File: src/rtl/muu_pkg.sv
// muu_pkg: shared constants for the MUU response path.
// Opcodes, descriptor field offsets and FSM encoding.
package muu_pkg;

   localparam logic [3:0] OP_IGNORE    = 4'd0;
   localparam logic [3:0] OP_GET       = 4'd1;
   localparam logic [3:0] OP_SET       = 4'd2;
   localparam logic [3:0] OP_SETNEXT   = 4'd3;
   localparam logic [3:0] OP_DELCUR    = 4'd4;
   localparam logic [3:0] OP_FLIPPOINT = 4'd5;
   localparam logic [3:0] OP_GETRAW    = 4'd6;
   localparam logic [3:0] OP_FLUSH     = 4'd7;

   // Opcode nibble sits in the top byte of the meta field.
   localparam int OPC_META_OFF     = 88;
   localparam int OPC_W            = 4;
   localparam int VALPOINT_HDR_OFF = 0;
   localparam int VALPOINT_W       = 32;
   localparam int VALLEN_HDR_OFF   = 32;
   localparam int VALLEN_W         = 16;

   localparam logic [1:0] ST_IDLE   = 2'd0;
   localparam logic [1:0] ST_HEADER = 2'd1;
   localparam logic [1:0] ST_VALUE  = 2'd2;

   function automatic logic is_read(input logic [3:0] op,
                                    input logic [15:0] len);
      return ((op == OP_GET) || (op == OP_GETRAW)) && (len != 16'd0);
   endfunction

endpackage

File: src/rtl/muu_last_mask.sv
// muu_last_mask: keep-mask for the final value beat.
// r = 0 keeps every word; otherwise 64-bit words r..7 are cleared.
module muu_last_mask #(
   parameter int WIDTH = 512
) (
   input  logic [2:0]       r,
   output logic [WIDTH-1:0] keep
);

   localparam int WORDS = WIDTH / 64;

   always_comb begin
      keep = '0;
      for (int i = 0; i < WORDS; i++) begin
         if ((r == 3'd0) || (i < int'(r))) begin
            keep[64*i +: 64] = '1;
         end
      end
   end

endmodule

File: src/rtl/muu_value_get.sv
// muu_value_get: frames one response per retired descriptor,
// a header beat followed by masked memory value beats.
module muu_value_get
   import muu_pkg::*;
#(
   parameter int KEY_WIDTH    = 64,
   parameter int HEADER_WIDTH = 48,
   parameter int META_WIDTH   = 96,
   parameter int MEMORY_WIDTH = 512
) (
   input  logic                                      clk,
   input  logic                                      rst,
   input  logic [KEY_WIDTH+META_WIDTH+HEADER_WIDTH-1:0] input_data,
   input  logic                                      input_valid,
   output logic                                      input_ready,
   input  logic [MEMORY_WIDTH-1:0]                   rddata_data,
   input  logic                                      rddata_valid,
   output logic                                      rddata_ready,
   output logic [MEMORY_WIDTH-1:0]                   output_data,
   output logic                                      output_valid,
   output logic                                      output_last,
   input  logic                                      output_ready,
   output logic [31:0]                               resp_count
);

   localparam int DW       = KEY_WIDTH + META_WIDTH + HEADER_WIDTH;
   localparam int OPC_LSB  = KEY_WIDTH + OPC_META_OFF;
   localparam int VLEN_LSB = KEY_WIDTH + META_WIDTH + VALLEN_HDR_OFF;

   logic [1:0]              state;
   logic [DW-1:0]           desc;
   logic                    rd_q;
   logic [13:0]             count;

   logic                    out_free;
   logic                    in_fire;
   logic                    rd_fire;
   logic [3:0]              opc_in;
   logic [15:0]             vallen_in;
   logic                    rd_in;
   logic [13:0]             beats_in;
   logic                    last_beat;
   logic [MEMORY_WIDTH-1:0] keep;
   logic [MEMORY_WIDTH-1:0] hdr_beat;
   logic [MEMORY_WIDTH-1:0] val_beat;

   assign out_free = !output_valid || output_ready;

   assign input_ready  = !rst && (state == ST_IDLE) && out_free;
   assign rddata_ready = !rst && (state == ST_VALUE) && out_free;

   assign in_fire = input_valid && input_ready;
   assign rd_fire = rddata_valid && rddata_ready;

   assign opc_in    = input_data[OPC_LSB +: OPC_W];
   assign vallen_in = input_data[VLEN_LSB +: VALLEN_W];
   assign rd_in     = is_read(opc_in, vallen_in);

   // ceil(vallen/8) without a wide adder; tops out at 8192
   assign beats_in = {1'b0, vallen_in[15:3]}
                   + {13'd0, |vallen_in[2:0]};

   assign last_beat = (count == 14'd1);

   muu_last_mask #(
      .WIDTH(MEMORY_WIDTH)
   ) u_mask (
      .r    (desc[VLEN_LSB +: 3]),
      .keep (keep)
   );

   always_comb begin
      hdr_beat         = '0;
      hdr_beat[DW-1:0] = desc;
   end

   assign val_beat = last_beat ? (rddata_data & keep) : rddata_data;

   always_ff @(posedge clk) begin
      if (rst) begin
         state        <= ST_IDLE;
         desc         <= '0;
         rd_q         <= 1'b0;
         count        <= '0;
         output_data  <= '0;
         output_valid <= 1'b0;
         output_last  <= 1'b0;
         resp_count   <= '0;
      end else begin
         if (output_valid && output_ready) begin
            output_valid <= 1'b0;
         end
         unique case (state)
            ST_IDLE: begin
               if (in_fire) begin
                  desc  <= input_data;
                  rd_q  <= rd_in;
                  count <= rd_in ? beats_in : 14'd0;
                  state <= ST_HEADER;
               end
            end
            ST_HEADER: begin
               if (out_free) begin
                  output_data  <= hdr_beat;
                  output_valid <= 1'b1;
                  output_last  <= !rd_q;
                  if (rd_q) begin
                     state <= ST_VALUE;
                  end else begin
                     state      <= ST_IDLE;
                     resp_count <= resp_count + 32'd1;
                  end
               end
            end
            ST_VALUE: begin
               if (rd_fire) begin
                  output_data  <= val_beat;
                  output_valid <= 1'b1;
                  output_last  <= last_beat;
                  count        <= count - 14'd1;
                  if (last_beat) begin
                     state      <= ST_IDLE;
                     resp_count <= resp_count + 32'd1;
                  end
               end
            end
            default: state <= ST_IDLE;
         endcase
      end
   end

endmodule

File: config.mk
export PLATFORM = sky130hd
export DESIGN_NAME = muu_value_get
export DESIGN_NICKNAME = d
export VERILOG_FILES = /design/src/rtl/muu_pkg.sv /design/src/rtl/muu_last_mask.sv /design/src/rtl/muu_value_get.sv
export SDC_FILE = /design/constraint.sdc
export NUM_CORES = 2
export LEC_CHECK = 0
export BUFFER_PORTS_ARGS = -buffer_cell sky130_fd_sc_hd__buf_4
export CAP_MARGIN = 20
export CORE_AREA = 2 2 494 496
export CTS_CLUSTER_SIZE = 10
export DETAILED_ROUTE_END_ITERATION = 16
export DIE_AREA = 0 0 496 498
export PLACE_DENSITY_LB_ADDON = 0.1
export SLEW_MARGIN = 20
export SYNTH_ARGS = -nofsm -noshare
export SYNTH_HDL_FRONTEND = slang
export SYNTH_HIERARCHICAL = 1
export SYNTH_SLANG_ARGS = --single-unit
File: constraint.sdc
create_clock -name clk -period 8.95 [get_ports clk]
set_input_delay 1.79 -clock clk [delete_from_list [all_inputs] [get_ports clk]]
set_output_delay 1.79 -clock clk [all_outputs]
set_load 0.03 [all_outputs]
Word-level counts from Yosys, hierarchy flattened
Cells that the tools add are included.
{ "classes": {"n_bitwise": 1, "n_addsub": 3, "n_reduce_logical": 31, "n_mux": 34, "n_eq_ne": 10, "magnitude_cmp": 7} }
{ "op_table": {"columns": ["cell", "count"], "rows": [
  ["$mux W512", 3],
  ["$pmux W512 S2", 1],
  ["$and A512 B512 Y512", 1],
  ["$mux W64", 8],
  ["$mux W32", 4],
  ["$pmux W32 S2", 1],
  ["$mux W14", 3],
  ["$add A32 B1 Y32 const B", 1],
  ["$pmux W14 S2", 1],
  ["$reduce_bool A16 Y1", 1],
  ["$add A13 B1 Y14", 1],
  ["$eq A14 B1 Y1 const B", 1],
  ["$sub A14 B1 Y14 const B", 1],
  ["$mux W2", 5],
  ["$ne A2 B2 Y1 const B", 5],
  ["$logic_or A1 B1 Y1", 9],
  ["$lt A3 B3 Y1 const A", 3],
  ["$logic_and A1 B1 Y1", 8],
  ["$lt A1 B3 Y1 const A", 2],
  ["$lt A2 B3 Y1 const A", 2],
  ["$pmux W2 S3", 1],
  ["$reduce_and A3 Y1", 2],
  ["$mux W1", 5],
  ["$reduce_and A5 Y1", 1],
  ["other kinds (12)", 16]
]} }
{ "word_totals": {"ff_bits": 771, "inputBits": 725, "out_inout_bits": 548, "word_cells": 94} }

Logic depth before layout (Yosys ltp)
{ "depth": {"depth_word": 7, "ltp_mapped": 10, "depth_no_buf": 7} }

Modules after synthesis
Netlist, hierarchy kept.
{ "modules_own_cells": {"columns": ["mod", "cells_each", "seq_area_each_um2", "n_inst", "area_per_inst_um2"], "rows": [
  ["muu_value_get", 3847, 15434.8, 1, 31485.2],
  ["muu_last_mask", 519, 0.0, 1, 3865.0]
]} }

Worst setup path before layout
Ideal clock, no wire load.
{ "synth_timing": {"path_kind": "input to output", "startpoint": "input port rst", "endpoint": "output port input_ready", "required_ps": 7160, "arrival_time_ps": 2686, "setup_slack_ps": 4474, "path_stages": 3, "cell_sequence": "clkbuf_1 -> or2_2 -> nor2_1"} }
{ "synth_via": {"elab_chain_cells": 3} }
{ "synth_rtl": {"columns": ["element", "line_no", "text"], "rows": [
  ["start: declaration", "muu_value_get.sv:12", "input logic rst,"],
  ["$logic_not A1 Y1", "muu_value_get.sv:49", "assign input_ready = !rst && (state == ST_IDLE) && out_free;"],
  ["$logic_and A1 B1 Y1 (2 in series)", "muu_value_get.sv:49", null],
  ["end: declaration", "muu_value_get.sv:15", "output logic input_ready,"]
]} }
No other way between the ends.

Final worst setup path
Same ends and word-level chain as after synthesis.

==> impl_metrics.py <==
metrics = {
    "power": {
        "p_switching_mw": 4.02,
        "ir_worst_vdd_v": 0.000133,
        "power_density_nw_per_um2": 234,
        "p_clk_share_pct": 39.2,
        "sw_frac_of_total_pct": 35.7,
        "power_mw": 11.3,
        "p_seq_share_pct": 35.7,
        "p_int_mw": 7.25,
        "pwr-share-comb_pct": 25.2,
        "p_leak_nw": 17.9,
    },
    "floorplan": {
        "dieWidth_um": 496,
        "pin_count": 1273,
        "dieArea_um2": 247000,
        "start_util_pct": 14.6,
        "fp.coreArea_um2": 242000,
        "rows": 181,
        "chipHeight_um": 498,
    },
    "global_routing": {
        "grtUsageMet2_pct": 26.3,
        "grtUsageMet1_pct": 19.7,
        "grt_pass1_wl_mm": 282,
        "grt.busiest_layer": "met2",
        "grt_pass1_vias": 33438,
        "grtUsageTotal_pct": 15.9,
        "met3_usage_pct": 5.61,
        "grt-ovfl-total": 0,
        "antenna_found_initial": 71,
        "grt_max_degree": 210,
    },
    "final_layout": {
        "multi_input_area_um2": 15000,
        "register_area_um2": 15400,
        "syn_to_final_growth_pct": 36.2,
        "layout_commonest_cell": "buf_4",
        "stdcell_count": 8291,
        "layout-drive-gt1-share_pct": 29.9,
        "post-route-util_pct": 19.9,
        "layout_common_cells": "buf_4 (1305), dfxtp_1 (771), nand2_1 (767)",
        "fill_cells": 27191,
        "nets": 5728,
    },
    "setup_path": {
        "crit_type": "input port to primary output",
        "path_max_fanout": 34,
        "rr_worst_depth": 8,
        "worstPathRequired_ps": 7160,
        "start_kind": "input port",
        "startpoint": "rst",
        "cp-endpoint": "input_ready",
        "r2r_slack_ps": 5140,
        "r2r_end": "output_data[168]$_SDFFE_PP0P_",
        "crit_arrival_ps": 3220,
        "cp-end-kind": "primary output",
        "rr_startpoint": "state[0]$_SDFFE_PP0P_",
    },
    "route": {
        "ant_nets": 0,
        "drc_errors": 0,
        "first_pass_iters": 5,
        "wl_per_cell_um": 24.8,
        "wirelength_mm": 206,
        "vias": 33675,
        "vias_per_cell": 4.06,
        "drt_iter0_drc": 1897,
    },
    "synthesis": {
        "ys_seq_area_share_pct": 43.7,
        "async_reset_ff_share_pct": 0,
        "synth-seq-cells": 771,
        "synth.avg_cell_area_um2": 8.10,
        "syn_area_um2": 35400,
        "synth_edf_count": 0,
        "yosys_warnings": 6,
        "ys.flop_type": "dfxtp_1",
        "synth.distinct_cells": 58,
        "syn_inst": 4366,
    },
    "clock_tree": {
        "cts-hold-fix-buffers": 0,
        "root_buffer": "clkbuf_16",
        "cts_setup_buffers": 0,
        "cts_tree": "built",
        "cts_max_path_buffers": 3,
        "clk_latency_ps": 740,
        "cts_sinks": 771,
        "numCtsBuffers": 109,
        "cts.clk_slew.worst_paths_ps": 60,
        "ctsResizeCount": 0,
        "cts_max_level": 3,
    },
    "placement": {
        "dp.cells": 8085,
        "numPortBuffers": 1272,
        "place_hpwl_mm": 144,
        "gp_congestion": 0.782,
    },
    "job": {
        "cap_violations": 0,
    },
    "hold_path": {
        "min_path_type": "register to register",
    },
    "sta": {
        "maxSlewViolCount": 0,
        "worst_pin_slew_ps": 1200,
        "fin_skew_ps": 35.6,
        "period_needed_ps": 5010,
        "hold_viol": 0,
        "fmax_ghz": 0.200,
        "period_share_pct": 56.0,
        "relSlewSlack_pct": 19.7,
        "fin_setup_tns_ps": 0,
        "fin_hold_ws_ps": 450,
        "grt_setup_unrepaired": "false",
        "setup_viol": 0,
    },
    "status": {
        "status": "complete, no violations",
    },
}
cells in the mapped netlist, types with 7 or more instances:
cell type,instances,share of area (%)
nand2_1,772,8.2
dfxtp_1,771,44
a21oi_1,546,7.7
o211ai_1,517,11
buf_4,505,11
clkbuf_1,305,3.2
nor2_1,240,2.5
o21ai_0,220,3.1
a211oi_1,212,4.5
buf_2,49,0.69
or4_1,24,0.51
o31ai_1,21,0.45
nand3_1,20,0.28
nand4_1,18,0.32
nor4_1,15,0.27
inv_1,13,0.14
nor3_1,11,0.16
ha_1,9,0.32
xor2_1,9,0.22
nor2b_1,8,0.14
a31oi_1,7,0.12
or3_1,7,0.12
sequential cells by signal, summed over array words and instances (netlist names):
register      count
count            14
desc            208
output_data     512
output_last       1
output_valid      1
rd_q              1
resp_count       32
state             2
power by group through the flow:
stage	sequential, mW	clock (mW)	combinational [mW]
after floorplan	4.49	0	1.80
after global placement	4.09	0	2.92
after detailed placement	4.10	0	2.92
after CTS	4.03	4.62	2.92
after global routing	4.07	4.74	3.08
final	4.02	4.42	2.84
cell families after synthesis:
| kind of cell | count (synthesis) | synth area share (%) |
|---|---|---|
| compound gates | 1538 | 27.2 |
| simple gates | 1144 | 13.2 |
| buf+inv | 880 | 14.9 |
| flops | 771 | 43.7 |
| xor+xnor | 13 | 0.322 |
| mux | 10 | 0.304 |
| fa+ha+maj | 9 | 0.319 |
| other cells | 1 | 0.0106 |
worst max-delay path, stage by stage:
cell	delay [ps]
buf_8	170
or2_2	370
nor2_1	560
buf_4	280
metal layers:
| metal | up-vias | wire length (um) |
|---|---|---|
| met5 | - | 365 |
| met4 | 56 | 3840 |
| met3 | 239 | 16900 |
| met2 | 1047 | 97300 |
| met1 | 16165 | 87500 |
| li1 | 16168 | - |
metrics by stage:
step                setup slack (ps)  instance area (um2)
floorplan                       4470                35600
global placement                3840                44600
detailed placement              3830                44600
CTS                             3830                48100
global route                    3830                48100
finish                          3940                48100
worst min-delay path by stage:
stage                                          to                     startpoint  cells past startpoint  slack, ps
finish              output_data[263]$_SDFFE_PP0P_  output_data[263]$_SDFFE_PP0P_                      2        450
floorplan                    desc[0]$_SDFFE_PP0P_           desc[0]$_SDFFE_PP0P_                      2        440
detailed placement  output_data[233]$_SDFFE_PP0P_  output_data[233]$_SDFFE_PP0P_                      2        440
global route        output_data[336]$_SDFFE_PP0P_  output_data[336]$_SDFFE_PP0P_                      2        460
global placement    output_data[461]$_SDFFE_PP0P_  output_data[461]$_SDFFE_PP0P_                      2        440
CTS                 output_data[498]$_SDFFE_PP0P_  output_data[498]$_SDFFE_PP0P_                      2        450
final cells by class:
class,count,share of cell area [%]
sequential,771,32.1
clock inverter,33,0.733
timing repair buffer,1320,21.0
clock buffer,159,6.58
inverter,14,0.140
tap,3202,8.32
antenna,14,0.0728
multi-input combinational,2778,31.1
Power figures use the tool's default switching activity.
